## src/rtl/pipe_skid_stage_if.sv

```systemverilog
// Handshake bundle between two core stages: upstream valid/ready/payload
// into the stage, and downstream valid/ready/payload out of it.
interface pipe_skid_stage_if #(
   parameter int unsigned DW = 32
);
   logic          in_valid_i;
   logic          in_ready_o;
   logic [DW-1:0] din;
   logic          out_valid_o;
   logic          out_ready_i;
   logic [DW-1:0] qout;

   // The stage itself.
   modport slave (
      input  in_valid_i,
      output in_ready_o,
      input  din,
      output out_valid_o,
      input  out_ready_i,
      output qout
   );

   // The surroundings: producer on the input side, consumer on the output side.
   modport master (
      output in_valid_i,
      input  in_ready_o,
      output din,
      input  out_valid_o,
      output out_ready_i,
      input  qout
   );
endinterface

```

## src/rtl/pipe_skid_stage.sv

```systemverilog
// Pipeline-stage register with a valid/ready handshake and a two-entry skid
// buffer. in_ready_o depends only on registered occupancy and the hold level,
// so downstream backpressure never reaches upstream combinationally.
// Supports global hold by stage index, synchronous flush and a saturating
// stall counter.
module pipe_skid_stage #(
   parameter int unsigned          DW       = 32,
   parameter logic [DW-1:0]        DEF_VAL  = 32'h00000013,
   parameter int unsigned          HOLD_W   = 3,
   parameter logic [HOLD_W-1:0]    STAGE_ID = 3'd2,
   parameter int unsigned          CNT_W    = 16
) (
   input  logic                 clk,
   input  logic                 rst,
   pipe_skid_stage_if.slave     bus,
   input  logic [HOLD_W-1:0]    hold_flag_i,
   input  logic                 flush_i,
   output logic [CNT_W-1:0]     stall_cnt_o
);

   localparam logic [CNT_W-1:0] CNT_ONE = 1;

   typedef enum logic [1:0] {
      EMPTY,
      ONE,
      FULL
   } occ_t;

   occ_t          state;
   logic [DW-1:0] main_q;
   logic [DW-1:0] skid_q;
   logic          hold;
   logic          push;
   logic          pop;
   logic          stall;

   // Handshake decode: hold gates both directions, occupancy gates each side.
   always_comb begin
      hold            = (hold_flag_i >= STAGE_ID);
      bus.in_ready_o  = ~hold & (state != FULL);
      bus.out_valid_o = ~hold & (state != EMPTY);
      bus.qout        = main_q;
      push            = bus.in_valid_i & bus.in_ready_o;
      pop             = bus.out_valid_o & bus.out_ready_i;
      stall           = hold | (state == FULL);
   end

   // Occupancy, storage and stall counter; flush wipes the storage but
   // leaves the counter running.
   always_ff @(posedge clk) begin
      if (!rst) begin
         state       <= EMPTY;
         main_q      <= DEF_VAL;
         skid_q      <= DEF_VAL;
         stall_cnt_o <= '0;
      end else begin
         if (stall && (stall_cnt_o != '1)) begin
            stall_cnt_o <= stall_cnt_o + CNT_ONE;
         end
         if (flush_i) begin
            state  <= EMPTY;
            main_q <= DEF_VAL;
            skid_q <= DEF_VAL;
         end else begin
            case (state)
               EMPTY: begin
                  if (push) begin
                     state  <= ONE;
                     main_q <= bus.din;
                  end
               end
               ONE: begin
                  if (push && pop) begin
                     main_q <= bus.din;
                  end else if (push) begin
                     state  <= FULL;
                     skid_q <= bus.din;
                  end else if (pop) begin
                     state  <= EMPTY;
                     main_q <= DEF_VAL;
                  end
               end
               FULL: begin
                  if (pop) begin
                     state  <= ONE;
                     main_q <= skid_q;
                     skid_q <= DEF_VAL;
                  end
               end
               default: begin
                  state  <= EMPTY;
                  main_q <= DEF_VAL;
                  skid_q <= DEF_VAL;
               end
            endcase
         end
      end
   end

endmodule
```

## src/flat_wrapper.sv

```systemverilog
// flat-port wrapper written by rule: the top's interface ports become plain ports
module pipe_skid_stage_flat 
#(
   parameter int unsigned          DW       = 32,
   parameter logic [DW-1:0]        DEF_VAL  = 32'h00000013,
   parameter int unsigned          HOLD_W   = 3,
   parameter logic [HOLD_W-1:0]    STAGE_ID = 3'd2,
   parameter int unsigned          CNT_W    = 16
)
  (clk, rst, hold_flag_i, flush_i, stall_cnt_o, bus_in_valid_i, bus_in_ready_o, bus_din, bus_out_valid_o, bus_out_ready_i, bus_qout);
  pipe_skid_stage_if #(.DW(DW)) bus_i ();
  input  logic clk;
  input  logic rst;
  input  logic [HOLD_W-1:0] hold_flag_i;
  input  logic flush_i;
  output logic [CNT_W-1:0] stall_cnt_o;
  input wire logic [$bits(bus_i.in_valid_i)-1:0] bus_in_valid_i;
  output wire logic [$bits(bus_i.in_ready_o)-1:0] bus_in_ready_o;
  input wire logic [$bits(bus_i.din)-1:0] bus_din;
  output wire logic [$bits(bus_i.out_valid_o)-1:0] bus_out_valid_o;
  input wire logic [$bits(bus_i.out_ready_i)-1:0] bus_out_ready_i;
  output wire logic [$bits(bus_i.qout)-1:0] bus_qout;
  assign bus_i.in_valid_i = bus_in_valid_i;
  assign bus_in_ready_o = bus_i.in_ready_o;
  assign bus_i.din = bus_din;
  assign bus_out_valid_o = bus_i.out_valid_o;
  assign bus_i.out_ready_i = bus_out_ready_i;
  assign bus_qout = bus_i.qout;
  pipe_skid_stage #(.DW(DW), .DEF_VAL(DEF_VAL), .HOLD_W(HOLD_W), .STAGE_ID(STAGE_ID), .CNT_W(CNT_W)) u_core (.clk(clk), .rst(rst), .bus(bus_i), .hold_flag_i(hold_flag_i), .flush_i(flush_i), .stall_cnt_o(stall_cnt_o));
endmodule
```

## config.mk

```make
export PLATFORM = sky130hd
export DESIGN_NAME = pipe_skid_stage_flat
export DESIGN_NICKNAME = d
export VERILOG_FILES = /design/src/rtl/pipe_skid_stage_if.sv /design/src/rtl/pipe_skid_stage.sv /design/src/flat_wrapper.sv
export SDC_FILE = /design/constraint.sdc
export NUM_CORES = 1
export LEC_CHECK = 0
export CAP_MARGIN = 20
export CELL_PAD_IN_SITES_DETAIL_PLACEMENT = 1
export CELL_PAD_IN_SITES_GLOBAL_PLACEMENT = 1
export CORE_MARGIN = 2
export CORE_UTILIZATION = 34
export CTS_BUF_LIST = sky130_fd_sc_hd__clkbuf_8
export DETAILED_ROUTE_END_ITERATION = 6
export PLACE_DENSITY = 0.75
export RECOVER_POWER = 50
export SLEW_MARGIN = 20
export SYNTH_ARGS = -nofsm -noshare
export SYNTH_HDL_FRONTEND = slang
export SYNTH_SLANG_ARGS = --single-unit
export TNS_END_PERCENT = 10
```

## constraint.sdc

```tcl
create_clock -name clk -period 1.75 [get_ports clk]
set_input_delay 0.35 -clock clk [delete_from_list [all_inputs] [get_ports clk]]
set_output_delay 0.35 -clock clk [all_outputs]
set_load 0.05 [all_outputs]
```

==> out/metrics.csv <==
metric,value,unit
Post-synth EDFFs,0,
CP Class,register to register,
Mapped Cells,396,
Syn Std Cell Area,3660,um2
Crit-path slowest cell,or3_4,
die width,108,um
worst path required time,2010,ps
P&R area growth vs syn,37.5,%
Final Critical Period,1750,ps
vias in the first global route,3583,
Worst Setup End Kind,register,
asr flop ratio synth,0,%
highest clock rate,573,MHz
Rel. slew slack,59.1,%
top_reg_cell synth,dfxtp_1,
clock slew at reported path FFs,90,ps
Max clock buf depth,2,
htree depth,3,
Row Count,37,
CP Launch Type,register,
Post-route DRC,0,
Clk pwr share,36.9,%
combinational fraction of design power,12.5,%
Synthesized Nets,437,
post-synthesis cell type count,53,
Nets,543,
Clock Tree Root,clkbuf_8,
Starting Density,35.2,%
initial antenna violation count,0,
WHS Endpoint,u_core.skid_q[10],
I/O Pins,90,
Layout Cells excl Fill,643,
max-cap viol count,0,
CTS buffer count,9,
critical path depth,7,
total chip power,3.75,mW
Leakage Power,1.78,nW
total die area,11600,um2
fin area,5040,um2
area of the core,10400,um2
ant diodes,0,
worst min-delay path class,register to register,
iteration count of the initial detailed-routing pass,5,
most frequent cells in the layout,"dfxtp_1 (71), nor2_1 (63), a22oi_1 (47), buf_4 (36), clkdlybuf4s50_1 (35)",
max-slew violation count,0,
first-pass GRT wire length,17900,um
Power Density,744,nW/um2
Post-Place Cell Area,4790,um2
DIE HEIGHT,108,um
Worst Tran Pin Value,616,ps
met2 WL post-DR,5730,um
critical path peak fanout,3,
Final Hold Viols,0,
Min-Delay Path Depth,2,
DR WL met3,434,um
Worst path max stage delay,440,ps
"Hold-fix buffers, CTS",0,
R2R depth,7,
Sw Ratio,26.7,%
worst path buffer plus inverter count,1,
Final period util,99.8,%
Switching Power,1.00,mW
Clock Latency Late Sink,360,ps
crit-path cells,ha_4 -> nand4_1 -> or3_4 -> o21ai_4 -> buf_6 -> nor4_1 -> o21a_1,
grt total ovfl,0,
Hold Slack,463,ps
"commonest non-fill, non-tap cell in the layout",dfxtp_1,
DR WL/cell,17.5,um
final setup vio count,0,
Int Pwr,2.75,mW
HP Start,u_core.skid_q[10],
RSZ-0062 raised after global routing,true,
share of cells above drive strength 1,23.5,%
Total GRT Usage,19.7,%
syn avg cell area,9.25,um2
Fin Setup TNS,0,ps
largest net degree at the start of global routing,46,
Post-DP HPWL,7750,um
max layer used,met4,
Final Wtd Congestion,0.795,
worst vdd ir,0.441,mV
vias per inst,5.39,
sequential share of power,50.7,%
sequential area share after synthesis,44.8,%
Max Clock Skew,13.5,ps
WP data arrival,2000,ps
Worst R2R End,u_core.stall_cnt_o[5],
R2R setup slack,4,ps
clock sink total,82,
final wirelength,11300,um
M1 WL,4900,um
Routed Antenna Nets,0,
yosys warns,0,
status,completed,
via count,3464,
TritonCTS clock tree,built,
top cell family by delay on the critical path,simple AND/OR/NAND/NOR gates,
IO buf count,88,
DP Cell Count,622,
Seq cells post-synth,82,
First DRT Iteration DRCs,83,
reg2reg start,u_core.stall_cnt_o[1],
==> worst min-delay path: cells and delay by family (launching register included) <==
| family | cells | cell delay, ps |
|---|---|---|
| AOI/OAI and AO/OA | 1 | 50 |
| DFF | 1 | 320 |
| and+or+nand+nor | 1 | 50 |
==> cell type report <==
| class | count | area [um2] |
|---|---|---|
| Fill cell | 1226 | 5380 |
| Tap cell | 136 | 170 |
| Clock inverter | 7 | 68.8 |
| Clock buffer | 9 | 124 |
| Timing Repair Buffer | 127 | 1050 |
| Sequential cell | 82 | 1670 |
| Inverter | 4 | 15.0 |
| Multi-Input combinational cell | 278 | 1940 |
==> sequential cells by signal, summed over array words and instances, names as in the netlist <==
signal              cells
u_core.state            2
u_core.bus.qout        32
u_core.skid_q          32
u_core.stall_cnt_o     16
==> cell families after synthesis <==
family,share of synthesized area (%)
compound gates,26.5
flops,44.8
simple gates,16.5
xor+xnor,1.91
buf+inv,5.26
fa+ha+maj,0.341
mux,4.68
==> per-layer routing <==
layer  vias to the layer above  track usage [%]
li1                       1677                -
met1                      1697             24.2
met2                        72             33.5
met3                        18             4.36
met4                         0             7.42
met5                         -                0
==> power groups by stage <==
stage                     Clock (mW)  Combinational [mW]  Sequential (mW)
after floorplan                    0               0.159             2.00
after global placement             0               0.434             1.94
after detailed placement           0               0.446             1.94
after CTS                       1.43               0.455             1.90
after global routing            1.51               0.499             1.90
final                           1.38               0.467             1.90
==> Yosys cell counts, types with 2 or more instances <==
cell	count	area, um2
buf_6	4	45.0
nor2_2	2	12.5
o21a_1	2	15.0
o22ai_1	3	18.8
inv_1	4	15.0
nand2b_1	3	18.8
mux2i_1	16	160
nand3_1	13	65.1
buf_4	2	15.0
xor2_1	5	43.8
a211oi_1	2	15.0
xnor2_1	3	26.3
nand2_1	17	63.8
a22oi_1	57	428
o21ai_0	8	40.0
o2bb2ai_1	29	254
dfxtp_1	82	1640
or3_1	3	18.8
nand4_1	3	18.8
clkbuf_1	9	33.8
o21ai_1	2	10.0
nor4_1	2	12.5
and4_1	2	17.5
a31oi_1	3	18.8
and2_1	3	18.8
a21oi_1	10	50.1
nor3_1	3	15.0
buf_2	16	80.1
nor2_1	64	240
==> metrics by stage <==
step | setup slack (ps) | util [%]
6_report | 3.60 | 48.3
2_1_floorplan | -3.59 | -
3_5_place_dp | -490 | 46.0
5_1_grt | -54.7 | 48.3
3_3_place_gp | -374 | 46.0
4_1_cts | -4.42 | 48.2
==> worst max path at each step <==
stage / from / end
floorplan: u_core.stall_cnt_o[6] / u_core.stall_cnt_o[13]
global placement: hold_flag_i[2] / u_core.bus.qout[21]
detailed placement: hold_flag_i[2] / u_core.bus.qout[21]
CTS: u_core.state[0] / bus_in_ready_o
global route: u_core.stall_cnt_o[1] / u_core.stall_cnt_o[3]
finish: u_core.stall_cnt_o[1] / u_core.stall_cnt_o[5]
==> repair_timing <==
action,4_1_cts,5_1_grt
buffers inserted,1,3
gates cloned,0,1
gates resized for setup,10,24
pin swaps,2,6
endpoints found under the setup margin,24,45
Note: power is estimated with default switching activity, not from simulation.
